### src/rtl/sdes_key_schedule.sv
// S-DES subkey generator: P10, LS-1, P8, LS-2, P8 over five clock edges.
// Optional macro SDES_KEYSCHED_DECRYPT_EN swaps subkey order for decryption.
module sdes_key_schedule (
    input  logic       clk,
    input  logic       rst,
    input  logic       start,
    input  logic [9:0] key,
    input  logic       decrypt,
    output logic       busy,
    output logic       valid,
    output logic [7:0] key_1,
    output logic [7:0] key_2
);

    typedef enum logic [2:0] {
        IDLE,
        SHIFT1,
        GEN_K1,
        SHIFT2,
        GEN_K2
    } state_t;

    state_t     state;
    logic [9:0] work;
    logic [7:0] k1_reg;
    logic [7:0] k2;
    logic       mode;

    // Bit 9 is k1 / w1, bit 0 is k10 / w10.
    function automatic logic [9:0] p10(input logic [9:0] k);
        return {k[7], k[5], k[8], k[3], k[6], k[0], k[9], k[1], k[2], k[4]};
    endfunction

    function automatic logic [7:0] p8(input logic [9:0] w);
        return {w[4], w[7], w[3], w[6], w[2], w[5], w[0], w[1]};
    endfunction

    function automatic logic [9:0] rot1(input logic [9:0] w);
        return {w[8:5], w[9], w[3:0], w[4]};
    endfunction

    function automatic logic [9:0] rot2(input logic [9:0] w);
        return {w[7:5], w[9:8], w[2:0], w[4:3]};
    endfunction

    assign k2 = p8(work);

`ifdef SDES_KEYSCHED_DECRYPT_EN
    always_ff @(posedge clk) begin
        if (rst) begin
            mode <= 1'b0;
        end else if (state == IDLE && start) begin
            mode <= decrypt;
        end
    end
`else
    logic unused_decrypt;
    assign unused_decrypt = decrypt;
    assign mode = 1'b0;
`endif

    always_ff @(posedge clk) begin
        if (rst) begin
            state  <= IDLE;
            work   <= 10'd0;
            k1_reg <= 8'd0;
            busy   <= 1'b0;
            valid  <= 1'b0;
            key_1  <= 8'd0;
            key_2  <= 8'd0;
        end else begin
            valid <= 1'b0;
            unique case (state)
                IDLE: begin
                    if (start) begin
                        work  <= p10(key);
                        busy  <= 1'b1;
                        state <= SHIFT1;
                    end
                end
                SHIFT1: begin
                    work  <= rot1(work);
                    state <= GEN_K1;
                end
                GEN_K1: begin
                    k1_reg <= p8(work);
                    state  <= SHIFT2;
                end
                SHIFT2: begin
                    work  <= rot2(work);
                    state <= GEN_K2;
                end
                GEN_K2: begin
                    key_1 <= mode ? k2 : k1_reg;
                    key_2 <= mode ? k1_reg : k2;
                    valid <= 1'b1;
                    busy  <= 1'b0;
                    state <= IDLE;
                end
                default: begin
                    state <= IDLE;
                    busy  <= 1'b0;
                end
            endcase
        end
    end

endmodule
### config.mk
export PLATFORM = sky130hd
export DESIGN_NAME = sdes_key_schedule
export DESIGN_NICKNAME = d
export VERILOG_FILES = /design/src/rtl/sdes_key_schedule.sv
export SDC_FILE = /design/constraint.sdc
export NUM_CORES = 1
export LEC_CHECK = 0
export ABC_AREA = 1
export CORE_MARGIN = 1
export CORE_UTILIZATION = 51
export CTS_CLUSTER_SIZE = 8
export DETAILED_ROUTE_END_ITERATION = 8
export PLACE_DENSITY_LB_ADDON = 0.1
export SETUP_SLACK_MARGIN = 0.15
export SLEW_MARGIN = 10
export SYNTH_ARGS = -nofsm -noshare
export SYNTH_HDL_FRONTEND = slang
export SYNTH_SLANG_ARGS = --single-unit
export TNS_END_PERCENT = 10
### constraint.sdc
create_clock -name clk -period 1.35 [get_ports clk]
set_clock_uncertainty 0.15 [all_clocks]
set_input_delay 0.27 -clock clk [delete_from_list [all_inputs] [get_ports clk]]
set_output_delay 0.27 -clock clk [all_outputs]
set_load 0.005 [all_outputs]
==> results of run 1 <==
layer usage:
metal | up-vias | GRT usage [%] | share of wire [%]
met1 | 758 | 28.2 | 41
met5 | - | 0 | 0
met2 | 59 | 37.3 | 51
met3 | 8 | 6.93 | 6.6
met4 | 0 | 10.3 | 1.8
li1 | 823 | - | -
cell usage after synthesis:
| master | instances |
|---|---|
| dfxtp_1 | 39 |
| nor2_1 | 38 |
| nand2_1 | 31 |
| nand4_1 | 20 |
| o21ai_0 | 19 |
| a21oi_1 | 12 |
| inv_1 | 11 |
| nand3_1 | 10 |
| buf_2 | 8 |
| a21oi_2 | 5 |
| inv_2 | 4 |
| o21ai_2 | 4 |
| buf_6 | 2 |
| buf_8 | 2 |
| nand2_2 | 2 |
| nor3_1 | 2 |
| o21ai_1 | 2 |
| a211oi_1 | 1 |
| buf_1 | 1 |
| buf_4 | 1 |
| clkbuf_1 | 1 |
| inv_4 | 1 |
| nand2_4 | 1 |
| nor2_2 | 1 |
| nor2_4 | 1 |
| o21a_1 | 1 |
cells by family (layout without fill, tap and decap cells):
| kind of cell | after synthesis | after routing |
|---|---|---|
| and+or+nand+nor | 106 | 106 |
| AOI/OAI and AO/OA | 44 | 44 |
| DFF | 39 | 39 |
| buffers and inverters | 31 | 75 |
repair_timing:
| action | in CTS | in global routing |
|---|---|---|
| resized for setup | 91 | 35 |
| buffers inserted | 6 | 1 |
| pin swaps | 2 | 7 |
| gates cloned | 0 | 4 |
| setup endpoints to repair | 52 | 53 |
critical path, cell delays in order (launching register included):
cell,delay (ns)
dfxtp_4,0.41
inv_4,0.06
nand2_4,0.08
nor2_4,0.05
buf_12,0.13
buf_6,0.11
o21a_1,0.16
cell type report:
type                       instances  area, um^2
timing repair buffer              51         479
clock buffer                       5        37.5
clock inverter                     3        43.8
fill                             240         807
tap                               44        55.1
multi-input combinational        150         787
inverter                          16        80.1
sequential                        39         813
power by group:
| part | switching (mW) | internal, mW | leakage [nW] |
|---|---|---|---|
| Combinational | 0.269 | 0.245 | 0.645 |
| Sequential | 0.0615 | 1.22 | 0.329 |
| Clock | 0.409 | 0.390 | 0.0452 |
path summary, 6_finish.rpt:
| kind | slack [ns] | start | end | cells past startpoint |
|---|---|---|---|---|
| setup / recovery | 0.10 | state[0]$_SDFFE_PP0P_ | state[1]$_SDFFE_PP0P_ | 6 |
| hold / removal | 0.1 | start | busy$_SDFFE_PP0P_ | 3 |
| setup reg to reg | 0.10 | state[0]$_SDFFE_PP0P_ | state[1]$_SDFFE_PP0P_ | 6 |
| hold reg to reg | 0.34 | key_1[5]$_SDFFE_PP0P_ | key_1[5]$_SDFFE_PP0P_ | 2 |
metrics by stage:
step | hold WS [ns] | setup TNS [ns] | setup slack, ns | power, mW
floorplan | 0.192 | 0 | 0.191 | 1.56
global placement | 0.312 | -3.08 | -0.232 | 1.68
detailed placement | 0.321 | -3.67 | -0.248 | 1.70
CTS | 0.321 | 0 | 0.0891 | 2.49
global route | 0.104 | 0 | 0.0465 | 2.72
finish | 0.0978 | 0 | 0.102 | 2.60
==> metrics.yaml, run 1 <==
status: "completed"
fp.coreArea_um2: 3100
regMostFlops: "work"
syn2layout_area_growth_pct: 35.4
synth-adder-area-share_pct: 0
hold_viol: 0
cts.htree.levels: 2
place_hpwl_mm: 2.48
grt_max_degree: 25
die_w_um: 59.7
vias: 1648
synth_area_um2: 1700
placed_area_um2: 2040
clk_path_buf_depth: 2
cp-end-kind: "register"
fin_util_pct: 74.0
fmax_mhz: 802
tightestPinTransition_ns: 0.222
synth_top_family_by_area: "simple AND/OR/NAND/NOR gates"
cts_buffers: 5
diodes: 0
synth_top_area_share_pct: 46.1
die_h_um: 59.7
drv_cap: 0
start_util_pct: 54.6
grt_pass1_wl_mm: 6.03
synth-seq-area-share_pct: 46.1
yosys.area_share.simple_pct: 28.6
startpoint_type: "register"
cts.sinks: 39
syn_avg_cell_area_um2: 7.71
cts_tree: "yes"
drive_gt1_share_pct: 34.8
synthXorXnorAreaFrac_pct: 0
crit_type: "reg -> reg"
final_nets: 277
drt_wl_total_mm: 4.22
synth.distinct_cells: 26
clock-root-buffer: "clkbuf_4"
worstSkewPairLatency_ns: 0.35
final_area_um2: 2300
syn-instance-count: 220
ys_seq_elements: 39
placed_cells: 289
synth_largest_area_cell: "dfxtp_1"
cp.arrival_ns: 1.36
clkTransAtPathRegs_ns: 0.11
p_leak_nw: 1.02
drv_slew: 0
most-common-layout-cells: "nor2_1, nand2_1, nand4_1"
portBuffers: 30
ctsHoldBuffers: 0
largest_register_ffs: 10
synthMuxAreaShare_pct: 0
die_area_um2: 3560
ioPinCount: 32
grt_usage_pct: 23.1
relSlewSlack_pct: 85.0
p_per_area_nw_per_um2: 1130
postRouteAntennaNets: 0
antenna_found_initial: 0
drt_first_pass_iters: 4
rows: 20
rsz0062_at_grt: "yes"
yosysWarningCount: 0
grt_remaining_overflow: 0
required_ns: 1.46
final_cells: 308
gp_congestion: 0.817
viasPerCell: 5.35
first_global_vias: 1363
hp-class: "in -> reg"
timing.final.crit_share_pct: 92.4
setup_viol: 0
synth_compound_area_share_pct: 15.3
period_minus_slack_ns: 1.25
synth_area_leaders: "dfxtp_1, nor2_1, nand4_1, nand2_1, o21ai_0"
drc: 0
first_iter_violations: 89
syn_nets: 234
wl_per_cell_um: 13.7
vdd_ir_drop_max_v: 0.000717
layout_commonest_cell: "nor2_1"
cp_max_fo: 8
Note: power is estimated with default switching activity, not from simulation.
==> run 2, diff against run 1 <==
Settings changed: PLACE_DENSITY from default to 0.85, PLACE_DENSITY_LB_ADDON 0.1 to default.
==> run 2 against run 1 <==
  * Critical path depth grew 1
  * Clock power shrank 25%
  * Sequential cell count is the same
  * Largest cell class unchanged
  * Highest routed layer unchanged
==> metrics.yaml, run 2 (synthesis results as in run 1) <==
viasPerCell: 5.30  # -0.94%
grt_remaining_overflow: 0  # unchanged
fp.coreArea_um2: 3100  # unchanged
startpoint_type: "register"
fillers: 249  # +3.8%
clk_path_buf_depth: 2  # unchanged
cts_tree: "yes"
wl_per_cell_um: 13.5  # -1.1%
cp-end-kind: "register"
fmax_mhz: 751  # -6.3%
rsz0062_at_grt: "yes"
rr_startpoint: "state[0]$_SDFFE_PP0P_"
cp_max_fo: 6  # -2
max_stage_delay_ns: 0.40  # about the same
timing.final.crit_share_pct: 98.6  # +6.2 points
die_h_um: 59.7  # unchanged
drv_slew: 0  # unchanged
drt_wl_total_mm: 4.24  # +0.55%
cts.htree.levels: 2  # unchanged
crit_type: "reg -> reg"
vias: 1659  # +0.67%
power_frac_seq_pct: 53.4  # +3.9 points
p_sw_share_pct: 30.5  # +2.0 points
seqCellArea_um2: 813  # unchanged
final_cells: 313  # +1.6%
rows: 20  # unchanged
multi_input_area_um2: 774  # -1.6%
placed_area_um2: 2080  # +2.0%
diodes: 0  # unchanged
layout_commonest_cell: "nor2_1"
drive_gt1_share_pct: 36.1  # +1.2 points
clkTransAtPathRegs_ns: 0.13  # +0.02 ns
p_switching_mw: 0.732  # -1.1%
portBuffers: 30  # unchanged
relSlewSlack_pct: 84.4  # -0.60 points
worstPathCellList: "inv_4, nand2_4, nor2_4, buf_12, buf_8, o21ai_1, a21oi_1"
clock-root-buffer: "clkbuf_4"
gp_congestion: 0.861  # +5.4%
ioPinCount: 32  # unchanged
die_area_um2: 3560  # unchanged
grt_pass1_wl_mm: 5.71  # -5.4%
cpMaxStageDelayCell: "dfxtp_4"
p_per_area_nw_per_um2: 1040  # -7.8%
vdd_ir_drop_max_v: 0.000536  # -25%
most-common-layout-cells: "nor2_1, nand2_1, nand4_1"
r2r_end: "k1_reg[1]$_SDFFE_PP0P_"
final_area_um2: 2300  # +0.22%
final_nets: 282  # +1.8%
cts.sinks: 39  # unchanged
drt_first_pass_iters: 4  # unchanged
drc: 0  # unchanged
endpoint: "k1_reg[1]$_SDFFE_PP0P_"
antenna_found_initial: 0  # unchanged
clockPowerShare_pct: 25.0  # -5.7 points
r2r_cells: 7  # +1
grt_usage_pct: 21.4  # -1.7 points
hold_viol: 0  # unchanged
cts_buffers: 5  # unchanged
drv_cap: 0  # unchanged
first_iter_violations: 91  # +2.2%
worstSkewPairLatency_ns: 0.36  # about the same
setup_viol: 0  # unchanged
postRouteAntennaNets: 0  # unchanged
hp-class: "in -> reg"
period_minus_slack_ns: 1.33  # +0.0839 ns
regMostFlops: "work"
comb_power_share_pct: 21.6  # +1.8 points
grt_max_degree: 25  # unchanged
cp.arrival_ns: 1.47  # +0.11 ns
start_util_pct: 54.6  # unchanged
placed_cells: 291  # +0.69%
syn2layout_area_growth_pct: 35.7
cellInternalPower_mw: 1.67  # -10%
die_w_um: 59.7  # unchanged
place_hpwl_mm: 2.36  # -4.9%
first_global_vias: 1291  # -5.3%
tightestPinTransition_ns: 0.231  # +0.00887 ns
largest_register_ffs: 10  # unchanged
required_ns: 1.48  # +0.02 ns
startpoint: "state[0]$_SDFFE_PP0P_"
status: "completed"
regToRegSetupSlack_ns: 0.02  # -0.08 ns
p_leak_nw: 1.02  # +0.43%
[run 2: worst max-delay path: cells and delay by family, from the launching register on]
family / cells / cell delay (ns)
buf+inv: 3 / 0.32
flops: 1 / 0.40
compound gates: 2 / 0.20
simple gates: 2 / 0.20
[run 2: how the worst min path moves through the flow]
stage / startpoint / to / slack (ns) / cells past startpoint
finish: start / state[0]$_SDFFE_PP0P_ / 0.15 / 4
global route: start / state[0]$_SDFFE_PP0P_ / 0.16 / 4
CTS: state[2]$_SDFFE_PP0P_ / busy$_SDFFE_PP0P_ / 0.32 / 1
detailed placement: key_1[2]$_SDFFE_PP0P_ / key_1[2]$_SDFFE_PP0P_ / 0.32 / 2
global placement: key_1[2]$_SDFFE_PP0P_ / key_1[2]$_SDFFE_PP0P_ / 0.31 / 2
floorplan: rst / valid$_SDFF_PP0_ / 0.19 / 1
[run 2: layout make-up]
cell class | count | share of cell area [%]
multi-input combinational | 150 | 33.7
tap | 44 | 2.39
inverter | 16 | 3.15
timing repair buffer | 56 | 23.1
clock buffer | 6 | 1.79
clock inverter | 2 | 0.544
sequential | 39 | 35.3
[run 2: what timing repair did]
item | CTS | global route
cloned | 0 | 1
gates resized for setup | 90 | 41
endpoints found under the setup margin | 52 | 50
hold buffers | 0 | 0
pin swaps | 1 | 8
buffers inserted | 4 | 9
[run 2: per-layer routing]
layer  GRT usage (%)  vias to the layer above  wire [um]
li1                -                      825          -
met1            28.0                      744       1770
met2            33.2                       80       2140
met3            6.06                       10        255
met4            8.31                        0         76
met5               0                        -          0
[run 2: power by group through the flow]
stage	Clock (mW)	Combinational [mW]	Sequential [mW]
after floorplan	0	0.272	1.29
after global placement	0	0.404	1.29
after detailed placement	0	0.415	1.30
after CTS	0.602	0.410	1.27
after global routing	0.665	0.565	1.29
final	0.601	0.519	1.28
[run 2: metrics by stage]
stage               total power, mW  setup WS [ns]  util (%)  setup TNS (ns)  hold slack [ns]
floorplan                      1.56          0.191         -               0            0.192
global placement               1.70         -0.251      67.1           -3.19            0.310
detailed placement             1.71         -0.284      67.1           -3.79            0.320
CTS                            2.28         0.0777      68.1               0            0.323
global route                   2.52        -0.0336      74.2         -0.0336            0.155
finish                         2.40         0.0184      74.2               0            0.148
